==> src/rtl/hazard_forwarding_unit_v2_if.sv <==
// Bundle of ID-stage hazard/forwarding signals.
// The master modport is the pipeline side. It drives the stage destinations, the ID operands
// and the status inputs, and it receives the mux selects and the load/clear/hold controls.
// The slave modport is the hazard/forwarding unit.
// REG_AW sets the register-address width. CNT_W sets the stall_count width.
interface hazard_forwarding_unit_v2_if #(
  parameter int unsigned REG_AW = 5,
  parameter int unsigned CNT_W  = 16
);
  logic              EX_Register_File_Enable;
  logic              MEM_Register_File_Enable;
  logic              WB_Register_File_Enable;
  logic [REG_AW-1:0] EX_RD;
  logic [REG_AW-1:0] MEM_RD;
  logic [REG_AW-1:0] WB_RD;
  logic [REG_AW-1:0] operandA;
  logic [REG_AW-1:0] operandB;
  logic              use_A;
  logic              use_B;
  logic              EX_load_instr;
  logic              branch_taken;
  logic              mem_busy;
  logic              stat_clr;
  logic [1:0]        forwardMX1;
  logic [1:0]        forwardMX2;
  logic              nPC_LE;
  logic              PC_LE;
  logic              IF_ID_LE;
  logic              CU_S;
  logic              IF_ID_CLR;
  logic              pipe_hold;
  logic [CNT_W-1:0]  stall_count;

  modport master (
    output EX_Register_File_Enable, MEM_Register_File_Enable, WB_Register_File_Enable,
    output EX_RD, MEM_RD, WB_RD, operandA, operandB, use_A, use_B,
    output EX_load_instr, branch_taken, mem_busy, stat_clr,
    input  forwardMX1, forwardMX2, nPC_LE, PC_LE, IF_ID_LE, CU_S, IF_ID_CLR, pipe_hold,
    input  stall_count
  );

  modport slave (
    input  EX_Register_File_Enable, MEM_Register_File_Enable, WB_Register_File_Enable,
    input  EX_RD, MEM_RD, WB_RD, operandA, operandB, use_A, use_B,
    input  EX_load_instr, branch_taken, mem_busy, stat_clr,
    output forwardMX1, forwardMX2, nPC_LE, PC_LE, IF_ID_LE, CU_S, IF_ID_CLR, pipe_hold,
    output stall_count
  );
endinterface

==> src/rtl/hazard_forwarding_unit_v2.sv <==
// ID-stage hazard detection and operand forwarding for a 5-stage MIPS pipeline.
// Ports:
//   clk     - clock; all state updates on the rising edge.
//   reset_n - synchronous active-low reset.
//   hfu     - slave side of hazard_forwarding_unit_v2_if, carrying:
//             - inputs: EX/MEM/WB write enables and destinations, ID operands with their
//               use qualifiers, EX load flag, branch_taken, mem_busy and stat_clr;
//             - outputs: forwardMX1/2 (00 RF, 01 EX, 10 MEM, 11 WB), PC/nPC/IF_ID load
//               enables, CU_S (bubble inject), IF_ID_CLR, pipe_hold and stall_count.
// Each load-use hazard inserts LOAD_LATENCY bubbles. mem_busy freezes the whole pipeline.
module hazard_forwarding_unit_v2 #(
  parameter int unsigned REG_AW       = 5,
  parameter int unsigned LOAD_LATENCY = 1,
  parameter int unsigned CNT_W        = 16
) (
  input logic                        clk,
  input logic                        reset_n,
  hazard_forwarding_unit_v2_if.slave hfu
);

  localparam int unsigned CntW = $clog2(LOAD_LATENCY) + 1;

  typedef enum logic [0:0] {StIdle, StLoadWait} state_e;

  state_e           state_q, state_d;
  logic [CntW-1:0]  cnt_q, cnt_d;
  logic [CNT_W-1:0] stall_count_q;
  logic             hz;
  logic             stall;
  logic [1:0]       fwd_a, fwd_b;

  // EX is skipped when it holds a load: the data does not exist yet and the stall covers it.
  function automatic logic [1:0] fwd_sel(input logic              use_op,
                                         input logic [REG_AW-1:0] op,
                                         input logic              ex_en,
                                         input logic [REG_AW-1:0] ex_rd,
                                         input logic              ex_load,
                                         input logic              mem_en,
                                         input logic [REG_AW-1:0] mem_rd,
                                         input logic              wb_en,
                                         input logic [REG_AW-1:0] wb_rd);
    logic [1:0] sel;
    sel = 2'b00;
    if (use_op && op != '0) begin
      if (ex_en && ex_rd == op && !ex_load) begin
        sel = 2'b01;
      end else if (mem_en && mem_rd == op) begin
        sel = 2'b10;
      end else if (wb_en && wb_rd == op) begin
        sel = 2'b11;
      end
    end
    return sel;
  endfunction

  always_comb begin
    fwd_a = fwd_sel(hfu.use_A, hfu.operandA, hfu.EX_Register_File_Enable, hfu.EX_RD,
                    hfu.EX_load_instr, hfu.MEM_Register_File_Enable, hfu.MEM_RD,
                    hfu.WB_Register_File_Enable, hfu.WB_RD);
    fwd_b = fwd_sel(hfu.use_B, hfu.operandB, hfu.EX_Register_File_Enable, hfu.EX_RD,
                    hfu.EX_load_instr, hfu.MEM_Register_File_Enable, hfu.MEM_RD,
                    hfu.WB_Register_File_Enable, hfu.WB_RD);
  end

  assign hz = hfu.EX_load_instr && hfu.EX_Register_File_Enable && (hfu.EX_RD != '0) &&
              ((hfu.use_A && hfu.operandA == hfu.EX_RD) ||
               (hfu.use_B && hfu.operandB == hfu.EX_RD));

  // A bubble is only issued when memory is ready. Under mem_busy the freeze wins.
  assign stall = !hfu.mem_busy && (((state_q == StIdle) && hz) || (state_q == StLoadWait));

  // State register
  always_ff @(posedge clk) begin
    if (!reset_n) begin
      state_q <= StIdle;
      cnt_q   <= '0;
    end else begin
      state_q <= state_d;
      cnt_q   <= cnt_d;
    end
  end

  // Next-state logic.
  // The first bubble is issued from StIdle. cnt then counts the remaining LOAD_LATENCY-1
  // bubbles, so the bubble total does not depend on the operands seen while waiting.
  always_comb begin
    state_d = state_q;
    cnt_d   = cnt_q;
    if (!hfu.mem_busy) begin
      case (state_q)
        StIdle: begin
          if (hz && LOAD_LATENCY > 1) begin
            state_d = StLoadWait;
            cnt_d   = CntW'(LOAD_LATENCY - 1);
          end
        end
        StLoadWait: begin
          if (cnt_q == CntW'(1)) begin
            state_d = StIdle;
            cnt_d   = '0;
          end else begin
            cnt_d = cnt_q - CntW'(1);
          end
        end
        default: begin
          state_d = StIdle;
          cnt_d   = '0;
        end
      endcase
    end
  end

  // Output logic
  always_comb begin
    hfu.forwardMX1 = fwd_a;
    hfu.forwardMX2 = fwd_b;
    hfu.nPC_LE     = 1'b1;
    hfu.PC_LE      = 1'b1;
    hfu.IF_ID_LE   = 1'b1;
    hfu.CU_S       = 1'b0;
    hfu.IF_ID_CLR  = 1'b0;
    hfu.pipe_hold  = 1'b0;
    if (!reset_n) begin
      hfu.forwardMX1 = 2'b00;
      hfu.forwardMX2 = 2'b00;
    end else if (hfu.mem_busy) begin
      hfu.nPC_LE    = 1'b0;
      hfu.PC_LE     = 1'b0;
      hfu.IF_ID_LE  = 1'b0;
      hfu.pipe_hold = 1'b1;
    end else if (stall) begin
      // branch_taken is ignored here because its operands are stale while stalled.
      hfu.nPC_LE   = 1'b0;
      hfu.PC_LE    = 1'b0;
      hfu.IF_ID_LE = 1'b0;
      hfu.CU_S     = 1'b1;
    end else if (hfu.branch_taken) begin
      hfu.IF_ID_CLR = 1'b1;
    end
  end

  // Saturating bubble counter. stat_clr beats a concurrent increment.
  always_ff @(posedge clk) begin
    if (!reset_n) begin
      stall_count_q <= '0;
    end else if (hfu.stat_clr) begin
      stall_count_q <= '0;
    end else if (stall && stall_count_q != '1) begin
      stall_count_q <= stall_count_q + CNT_W'(1);
    end
  end

  assign hfu.stall_count = stall_count_q;

endmodule

==> src/flat_wrapper.sv <==
// flat-port wrapper written by rule: the top's interface ports become plain ports
module hazard_forwarding_unit_v2_flat 
#(
  parameter int unsigned REG_AW       = 5,
  parameter int unsigned LOAD_LATENCY = 1,
  parameter int unsigned CNT_W        = 16
)
  (clk, reset_n, hfu_EX_Register_File_Enable, hfu_MEM_Register_File_Enable, hfu_WB_Register_File_Enable, hfu_EX_RD, hfu_MEM_RD, hfu_WB_RD, hfu_operandA, hfu_operandB, hfu_use_A, hfu_use_B, hfu_EX_load_instr, hfu_branch_taken, hfu_mem_busy, hfu_stat_clr, hfu_forwardMX1, hfu_forwardMX2, hfu_nPC_LE, hfu_PC_LE, hfu_IF_ID_LE, hfu_CU_S, hfu_IF_ID_CLR, hfu_pipe_hold, hfu_stall_count);
  hazard_forwarding_unit_v2_if #(.REG_AW(REG_AW), .CNT_W(CNT_W)) hfu_i ();
  input logic clk;
  input logic reset_n;
  input wire logic [$bits(hfu_i.EX_Register_File_Enable)-1:0] hfu_EX_Register_File_Enable;
  input wire logic [$bits(hfu_i.MEM_Register_File_Enable)-1:0] hfu_MEM_Register_File_Enable;
  input wire logic [$bits(hfu_i.WB_Register_File_Enable)-1:0] hfu_WB_Register_File_Enable;
  input wire logic [$bits(hfu_i.EX_RD)-1:0] hfu_EX_RD;
  input wire logic [$bits(hfu_i.MEM_RD)-1:0] hfu_MEM_RD;
  input wire logic [$bits(hfu_i.WB_RD)-1:0] hfu_WB_RD;
  input wire logic [$bits(hfu_i.operandA)-1:0] hfu_operandA;
  input wire logic [$bits(hfu_i.operandB)-1:0] hfu_operandB;
  input wire logic [$bits(hfu_i.use_A)-1:0] hfu_use_A;
  input wire logic [$bits(hfu_i.use_B)-1:0] hfu_use_B;
  input wire logic [$bits(hfu_i.EX_load_instr)-1:0] hfu_EX_load_instr;
  input wire logic [$bits(hfu_i.branch_taken)-1:0] hfu_branch_taken;
  input wire logic [$bits(hfu_i.mem_busy)-1:0] hfu_mem_busy;
  input wire logic [$bits(hfu_i.stat_clr)-1:0] hfu_stat_clr;
  output wire logic [$bits(hfu_i.forwardMX1)-1:0] hfu_forwardMX1;
  output wire logic [$bits(hfu_i.forwardMX2)-1:0] hfu_forwardMX2;
  output wire logic [$bits(hfu_i.nPC_LE)-1:0] hfu_nPC_LE;
  output wire logic [$bits(hfu_i.PC_LE)-1:0] hfu_PC_LE;
  output wire logic [$bits(hfu_i.IF_ID_LE)-1:0] hfu_IF_ID_LE;
  output wire logic [$bits(hfu_i.CU_S)-1:0] hfu_CU_S;
  output wire logic [$bits(hfu_i.IF_ID_CLR)-1:0] hfu_IF_ID_CLR;
  output wire logic [$bits(hfu_i.pipe_hold)-1:0] hfu_pipe_hold;
  output wire logic [$bits(hfu_i.stall_count)-1:0] hfu_stall_count;
  assign hfu_i.EX_Register_File_Enable = hfu_EX_Register_File_Enable;
  assign hfu_i.MEM_Register_File_Enable = hfu_MEM_Register_File_Enable;
  assign hfu_i.WB_Register_File_Enable = hfu_WB_Register_File_Enable;
  assign hfu_i.EX_RD = hfu_EX_RD;
  assign hfu_i.MEM_RD = hfu_MEM_RD;
  assign hfu_i.WB_RD = hfu_WB_RD;
  assign hfu_i.operandA = hfu_operandA;
  assign hfu_i.operandB = hfu_operandB;
  assign hfu_i.use_A = hfu_use_A;
  assign hfu_i.use_B = hfu_use_B;
  assign hfu_i.EX_load_instr = hfu_EX_load_instr;
  assign hfu_i.branch_taken = hfu_branch_taken;
  assign hfu_i.mem_busy = hfu_mem_busy;
  assign hfu_i.stat_clr = hfu_stat_clr;
  assign hfu_forwardMX1 = hfu_i.forwardMX1;
  assign hfu_forwardMX2 = hfu_i.forwardMX2;
  assign hfu_nPC_LE = hfu_i.nPC_LE;
  assign hfu_PC_LE = hfu_i.PC_LE;
  assign hfu_IF_ID_LE = hfu_i.IF_ID_LE;
  assign hfu_CU_S = hfu_i.CU_S;
  assign hfu_IF_ID_CLR = hfu_i.IF_ID_CLR;
  assign hfu_pipe_hold = hfu_i.pipe_hold;
  assign hfu_stall_count = hfu_i.stall_count;
  hazard_forwarding_unit_v2 #(.REG_AW(REG_AW), .LOAD_LATENCY(LOAD_LATENCY), .CNT_W(CNT_W)) u_core (.clk(clk), .reset_n(reset_n), .hfu(hfu_i));
endmodule
==> config.mk <==
export PLATFORM = sky130hd
export DESIGN_NAME = hazard_forwarding_unit_v2_flat
export DESIGN_NICKNAME = d
export VERILOG_FILES = /design/src/rtl/hazard_forwarding_unit_v2_if.sv /design/src/rtl/hazard_forwarding_unit_v2.sv /design/src/flat_wrapper.sv
export SDC_FILE = /design/constraint.sdc
export NUM_CORES = 1
export LEC_CHECK = 0
export BUFFER_PORTS_ARGS = -buffer_cell sky130_fd_sc_hd__buf_2
export CELL_PAD_IN_SITES_DETAIL_PLACEMENT = 1
export CELL_PAD_IN_SITES_GLOBAL_PLACEMENT = 2
export CORE_AREA = 2 2 83 85
export CTS_CLUSTER_SIZE = 14
export DETAILED_ROUTE_END_ITERATION = 10
export DIE_AREA = 0 0 85 87
export PLACE_DENSITY_LB_ADDON = 0.1
export SYNTH_ARGS = -nofsm -noshare
export SYNTH_HDL_FRONTEND = slang
export SYNTH_SLANG_ARGS = --single-unit
export TNS_END_PERCENT = 30
==> constraint.sdc <==
create_clock -name clk -period 1.67 [get_ports clk]
set_input_delay 0.0835 -clock clk [delete_from_list [all_inputs] [get_ports clk]]
set_output_delay 0.0835 -clock clk [all_outputs]
set_load 0.01 [all_outputs]
==> impl_metrics.json, run 1 <==
{
  "grt_pass1_wl_um": 9460,
  "tightest_slew_ns": 0.401,
  "cp-start-kind": "register",
  "status": "finished with violations",
  "cp_max_fo": 9,
  "ys_seq_area_share_pct": 24.8,
  "path_cells": "ha_4, nand3_4, nor4_4, buf_4, nand3_4, nand2_4, or4_1, a21oi_1",
  "rsz0062_at_grt": "true",
  "setup_viol": 13,
  "rows": 30,
  "nFillCells": 822,
  "cts_inserted_buffers": 3,
  "first_iter_violations": 49,
  "die_w_um": 85,
  "htreeDepth": 1,
  "wl_per_cell_um": 15.9,
  "final_cell_area_sq_um": 2390,
  "cp.required_ns": 1.87,
  "ys_ff_latch": 18,
  "hold_viol": 0,
  "grt.total_usage_pct": 15.9,
  "die_area_sq_um": 7400,
  "clk_latency_ns": 0.26,
  "vias": 1815,
  "place_area_sq_um": 2140,
  "cpMostUsedCell": "nand3_4",
  "final-seq-area_sq_um": 374,
  "drv_cap": 0,
  "critPathSlowestCell": "or4_1",
  "yosysUniqueCellTypes": 39,
  "p_leak_nw": 1.00,
  "yosysMostFrequentCell": "xor2_1",
  "firstDrtPassIters": 4,
  "clk_path_buf_depth": 2,
  "setup_ws_ns": -0.0994,
  "tns_ns": -0.743,
  "cts_root_buffer": "clkbuf_8",
  "syn2layout_area_growth_pct": 64.7,
  "yosysTopAreaCellShare_pct": 24.8,
  "num_antenna_cells": 0,
  "cts.sinks": 18,
  "synth_area_leaders": "dfxtp_1, xor2_1, or4_1, o31ai_1, a21oi_1",
  "syn_nets": 219,
  "maxSlewHeadroom_pct": 73.2,
  "synth_cells": 182,
  "io_buffers": 61,
  "endpoint_kind": "register",
  "timing.hold.ws_ns": 0.122,
  "via_per_inst": 4.92,
  "clk_pin_slew_ns": 0.08,
  "totalPowerFinal_mw": 1.05,
  "ys_dominant_reg_cell": "dfxtp_1",
  "dp_hpwl_um": 4490,
  "tritoncts": "yes",
  "worstSetupPathType": "reg -> reg",
  "slew_viol_final": 0,
  "die_y_um": 87,
  "final_nets": 327,
  "grt_pass1_vias": 1791,
  "critPathMaxStageDelay_ns": 0.48,
  "fmax_mhz": 565,
  "period_minus_slack_ns": 1.77,
  "grt_max_degree": 31,
  "drive_gt1_share_pct": 49.1,
  "io-pin-count": 62,
  "antenna_found_initial": 0,
  "hold_class": "in -> reg",
  "ant_nets": 0,
  "gr-total-overflow": 0,
  "vdd_drop_max_mv": 0.217,
  "synth-edff-count": 0,
  "synth_top_cells_by_count": "xor2_1, dfxtp_1, a21oi_1",
  "multi_input_area_sq_um": 1170,
  "avgSynthCellArea_sq_um": 7.97,
  "wl_um": 5890,
  "ys_async_sr_fraction_pct": 0,
  "synth_area_sq_um": 1450,
  "yosysWarnings": 0,
  "place_congestion": 0.733,
  "yosysTopAreaCell": "dfxtp_1",
  "drc": 0,
  "path_delay_family": "simple AND/OR/NAND/NOR gates",
  "path_buf_inv": 1,
  "power_density_nw_per_um2": 441,
  "crit_arrival_ns": 1.97,
  "coreArea_sq_um": 6570,
  "min_period_over_period_pct": 106,
  "violations": "setup timing",
  "skew_ns": 0.00275,
  "initial_core_util_pct": 22.1
}
==> through the flow <==
| step | instances | util (%) | setup WS [ns] |
|---|---|---|---|
| after CTS | 364 | 35.0 | -0.0567 |
| after global placement | 354 | 32.5 | -0.265 |
| after floorplan | 182 | - | 0.0110 |
| after detailed placement | 354 | 32.5 | -0.293 |
| after global routing | 369 | 36.4 | -0.182 |
| final | 369 | 36.4 | -0.0994 |
==> sequential cells by signal (all words and copies together) (netlist names) <==
| register | flops |
|---|---|
| u_core.hfu.stall_count | 16 |
| u_core.cnt_q | 1 |
| u_core.state_q | 1 |
==> cell type report <==
cell class,count,area share [%]
Multi-Input combinational cell,154,49.1
Clock buffer,4,2.30
Sequential cell,18,15.6
Tap cell,80,4.19
Inverter,4,0.628
Timing Repair Buffer,109,28.2
==> power by group <==
group / switching (mW) / leakage (nW) / internal (mW)
Combinational: 0.135 / 0.827 / 0.109
Sequential: 0.0000662 / 0.149 / 0.425
Clock: 0.175 / 0.0288 / 0.210
==> tightest hold or removal path: cells and delay by family <==
family / cells / cell delay (ns)
buffers and inverters: 1 / 0.09
AND/OR/NAND/NOR: 2 / 0.11
AO/OA/AOI/OAI: 1 / 0.06
==> kinds of logic (layout without fill, tap and decap cells) <==
group | Yosys count | count (layout) | synth area share (%)
AO/OA/AOI/OAI | 41 | 41 | 18.5
AND/OR/NAND/NOR | 78 | 81 | 31.8
XOR/XNOR | 31 | 31 | 18.7
buffers and inverters | 13 | 117 | 5.26
adder cells (fa/ha/maj) | 1 | 1 | 0.862
flip-flops | 18 | 18 | 24.8
==> path summary, 6_finish.rpt <==
kind,startpoint,depth (start not counted),endpoint,slack [ns]
setup / recovery,u_core.hfu.stall_count[0],8,u_core.hfu.stall_count[8],-0.1
hold / removal,hfu_stat_clr,4,u_core.hfu.stall_count[14],0.12
setup reg to reg,u_core.hfu.stall_count[0],8,u_core.hfu.stall_count[8],-0.1
hold reg to reg,u_core.cnt_q,1,u_core.state_q,0.46
==> what timing repair did <==
item                                    in CTS  in global routing
cloned                                       3                  0
buffers inserted                             4                  5
hold buffers                                 0                  0
pin swaps                                    5                 12
resized for setup                            9                 15
endpoints found under the setup margin      20                 22
==> layout by cell type, fill, tap and decap left out, types with 2 or more instances in the layout <==
cell / synthesis / final
xor2_1: 26 / 26
buf_6: 2 / 2
buf_2: 1 / 61
nor4_1: 4 / 3
and3_1: 6 / 6
nand3_4: 0 / 3
or4_1: 14 / 13
buf_4: 3 / 46
nand4_1: 7 / 7
a21oi_1: 17 / 16
inv_1: 4 / 4
clkbuf_8: 0 / 4
nand2b_1: 3 / 3
and2_1: 2 / 2
dfxtp_4: 0 / 2
nor3_2: 1 / 3
o211ai_1: 2 / 2
nor2_1: 8 / 8
nand3_1: 10 / 8
nand2_1: 8 / 7
nor2b_1: 3 / 3
xnor2_1: 5 / 5
dfxtp_1: 18 / 11
nor3_1: 6 / 4
o31ai_1: 12 / 10
nand2_4: 0 / 2
dfxtp_2: 0 / 5
==> metal layers <==
metal / part of all wire, % / global-route usage (%)
met1: 51 / 24.4
met2: 44 / 24.1
met3: 4.0 / 1.80
met4: 0.68 / 2.74
met5: 0 / 0
Power figures use the tool's default switching activity.
==> run 2: changes to the inputs <==
--- a/config.mk
+++ b/config.mk
@@ -5,7 +5,7 @@
 export SDC_FILE = /design/constraint.sdc
 export NUM_CORES = 1
 export LEC_CHECK = 0
-export BUFFER_PORTS_ARGS = -buffer_cell sky130_fd_sc_hd__buf_2
+export BUFFER_PORTS_ARGS = -buffer_cell sky130_fd_sc_hd__buf_4
 export CELL_PAD_IN_SITES_DETAIL_PLACEMENT = 1
 export CELL_PAD_IN_SITES_GLOBAL_PLACEMENT = 2
 export CORE_AREA = 2 2 83 85
==> impl_metrics.json, run 2 (synthesized netlist as in run 1, its figures left out) <==
{
  "status": "finished with violations",
  "violations": "setup timing",
  "antenna_found_initial": 0,
  "holdPathStages": 4,
  "critPathSlowestCell": "or4_1",
  "die_area_sq_um": 7400,
  "place_area_sq_um": 2300,
  "grtUsageMet1_pct": 23.0,
  "grt_max_degree": 30,
  "cts.sinks": 18,
  "path_delay_family": "simple AND/OR/NAND/NOR gates",
  "reg2reg_depth": 8,
  "skew_ns": 0.00215,
  "largest_reg_flops": 16,
  "ant_nets": 0,
  "cp_max_fo": 9,
  "p_seq_share_pct": 40.2,
  "tightest_slew_ns": 0.751,
  "initial_core_util_pct": 22.1,
  "period_minus_slack_ns": 1.73,
  "via_per_inst": 4.86,
  "rsz0062_at_grt": "true",
  "power_density_nw_per_um2": 429,
  "maxSlewHeadroom_pct": 49.9,
  "num_antenna_cells": 0,
  "rr_endpoint": "u_core.hfu.stall_count[10]",
  "drv_cap": 0,
  "p_comb_share_pct": 24.6,
  "dp_hpwl_um": 4530,
  "cp-startpoint": "u_core.hfu.stall_count[0]",
  "totalPowerFinal_mw": 1.06,
  "slew_viol_final": 0,
  "p_sw_mw": 0.295,
  "critPathMaxStageDelay_ns": 0.48,
  "coreArea_sq_um": 6570,
  "grt_pass1_vias": 1769,
  "wl_um": 5870,
  "cp.depth": 8,
  "clk_latency_ns": 0.26,
  "hold_viol": 0,
  "setup_ws_ns": -0.0648,
  "post-place-ws_ns": -0.309,
  "cp.required_ns": 1.85,
  "clkPwrFrac_pct": 35.2,
  "wl_per_cell_um": 16.1,
  "io-pin-count": 62,
  "tritoncts": "yes",
  "io_buffers": 61,
  "p_leak_nw": 1.02,
  "fin_util_pct": 37.7,
  "rrSetupSlack_ns": -0.06,
  "die_w_um": 85,
  "final_common_cell": "buf_4",
  "gr-usage-met3_pct": 2.18,
  "cts_root_buffer": "clkbuf_8",
  "internal_power_mw": 0.769,
  "worstReg2RegStart": "u_core.hfu.stall_count[0]",
  "fin_cells": 364,
  "p_sw_share_pct": 27.7,
  "crit_arrival_ns": 1.92,
  "vias": 1768,
  "final_cell_mix": "buf_4, xor2_1, a21oi_1, or4_1",
  "cp-start-kind": "register",
  "vdd_drop_max_mv": 0.235,
  "clk_pin_slew_ns": 0.08,
  "placedCellCount": 355,
  "grt_pass1_wl_um": 9210,
  "die_y_um": 87,
  "grt.total_usage_pct": 15.6,
  "final_nets": 322,
  "place_congestion": 0.707,
  "setup_viol": 17,
  "cpMostUsedCell": "nand3_4",
  "endpoint_kind": "register",
  "cts_inserted_buffers": 3,
  "worstSetupPathType": "reg -> reg",
  "busiest_layer": "met2",
  "path_buf_inv": 1,
  "endpoint": "u_core.hfu.stall_count[10]",
  "min_period_over_period_pct": 104,
  "final_cell_area_sq_um": 2480,
  "clk_path_buf_depth": 2,
  "drc": 0,
  "first_iter_violations": 49,
  "firstDrtPassIters": 4,
  "htreeDepth": 1,
  "hold_class": "in -> reg",
  "syn2layout_area_growth_pct": 70.7,
  "global_route.usage.met2_pct": 23.9,
  "path_cells": "ha_4, nand3_4, nor4_4, buf_4, nand3_4, nand2_4, or4_1, a21oi_1",
  "fmax_mhz": 576,
  "drive_gt1_share_pct": 46.8,
  "rows": 30,
  "gr-total-overflow": 0
}
==> run 2: area by class of cell <==
| cell class | instances | area [sq um] |
|---|---|---|
| clock buffers | 4 | 55.1 |
| fillers | 805 | 4090 |
| inverters | 4 | 15.0 |
| multi-input cells | 154 | 1150 |
| flip-flops and latches | 18 | 370 |
| well taps | 80 | 100 |
| repair buffers | 104 | 785 |
==> run 2: worst min-delay path by stage <==
stage | endpoint | startpoint | slack (ns)
2_1_floorplan | u_core.hfu.stall_count[11] | hfu_mem_busy | 0.27
3_3_place_gp | u_core.hfu.stall_count[14] | hfu_stat_clr | 0.38
3_5_place_dp | u_core.cnt_q | reset_n | 0.41
4_1_cts | u_core.hfu.stall_count[14] | hfu_stat_clr | 0.13
5_1_grt | u_core.state_q | reset_n | 0.14
6_report | u_core.hfu.stall_count[14] | hfu_stat_clr | 0.13
==> run 2: metal layers <==
| layer | vias up | wire length, um |
|---|---|---|
| li1 | 905 | - |
| met1 | 827 | 2960 |
| met2 | 34 | 2640 |
| met3 | 2 | 239 |
| met4 | 0 | 33 |
| met5 | - | 0 |
==> run 2: worst min-delay path, stage by stage <==
cell	delay, ns
buf_4	0.09
nor2b_1	0.05
nand2b_1	0.07
o41ai_1	0.06
==> run 2: what timing repair did <==
action,in CTS,in global routing
resized for setup,7,11
cloned,0,3
setup buffers,0,2
hold buffers,0,0
setup endpoints to repair,20,23
pin swaps,3,10
==> run 2: power by group through the flow <==
stage	combinational, mW	sequential, mW	clock, mW
after floorplan	0.105	0.439	0
after global routing	0.289	0.427	0.417
after global placement	0.254	0.439	0
after CTS	0.257	0.427	0.398
after detailed placement	0.254	0.439	0
final	0.262	0.427	0.374
==> run 2: metrics by stage <==
stage	setup TNS, ns	hold slack [ns]
global placement	-4.02	0.385
CTS	-0.303	0.127
finish	-0.565	0.130
floorplan	0	0.268
detailed placement	-4.51	0.406
global route	-2.19	0.140
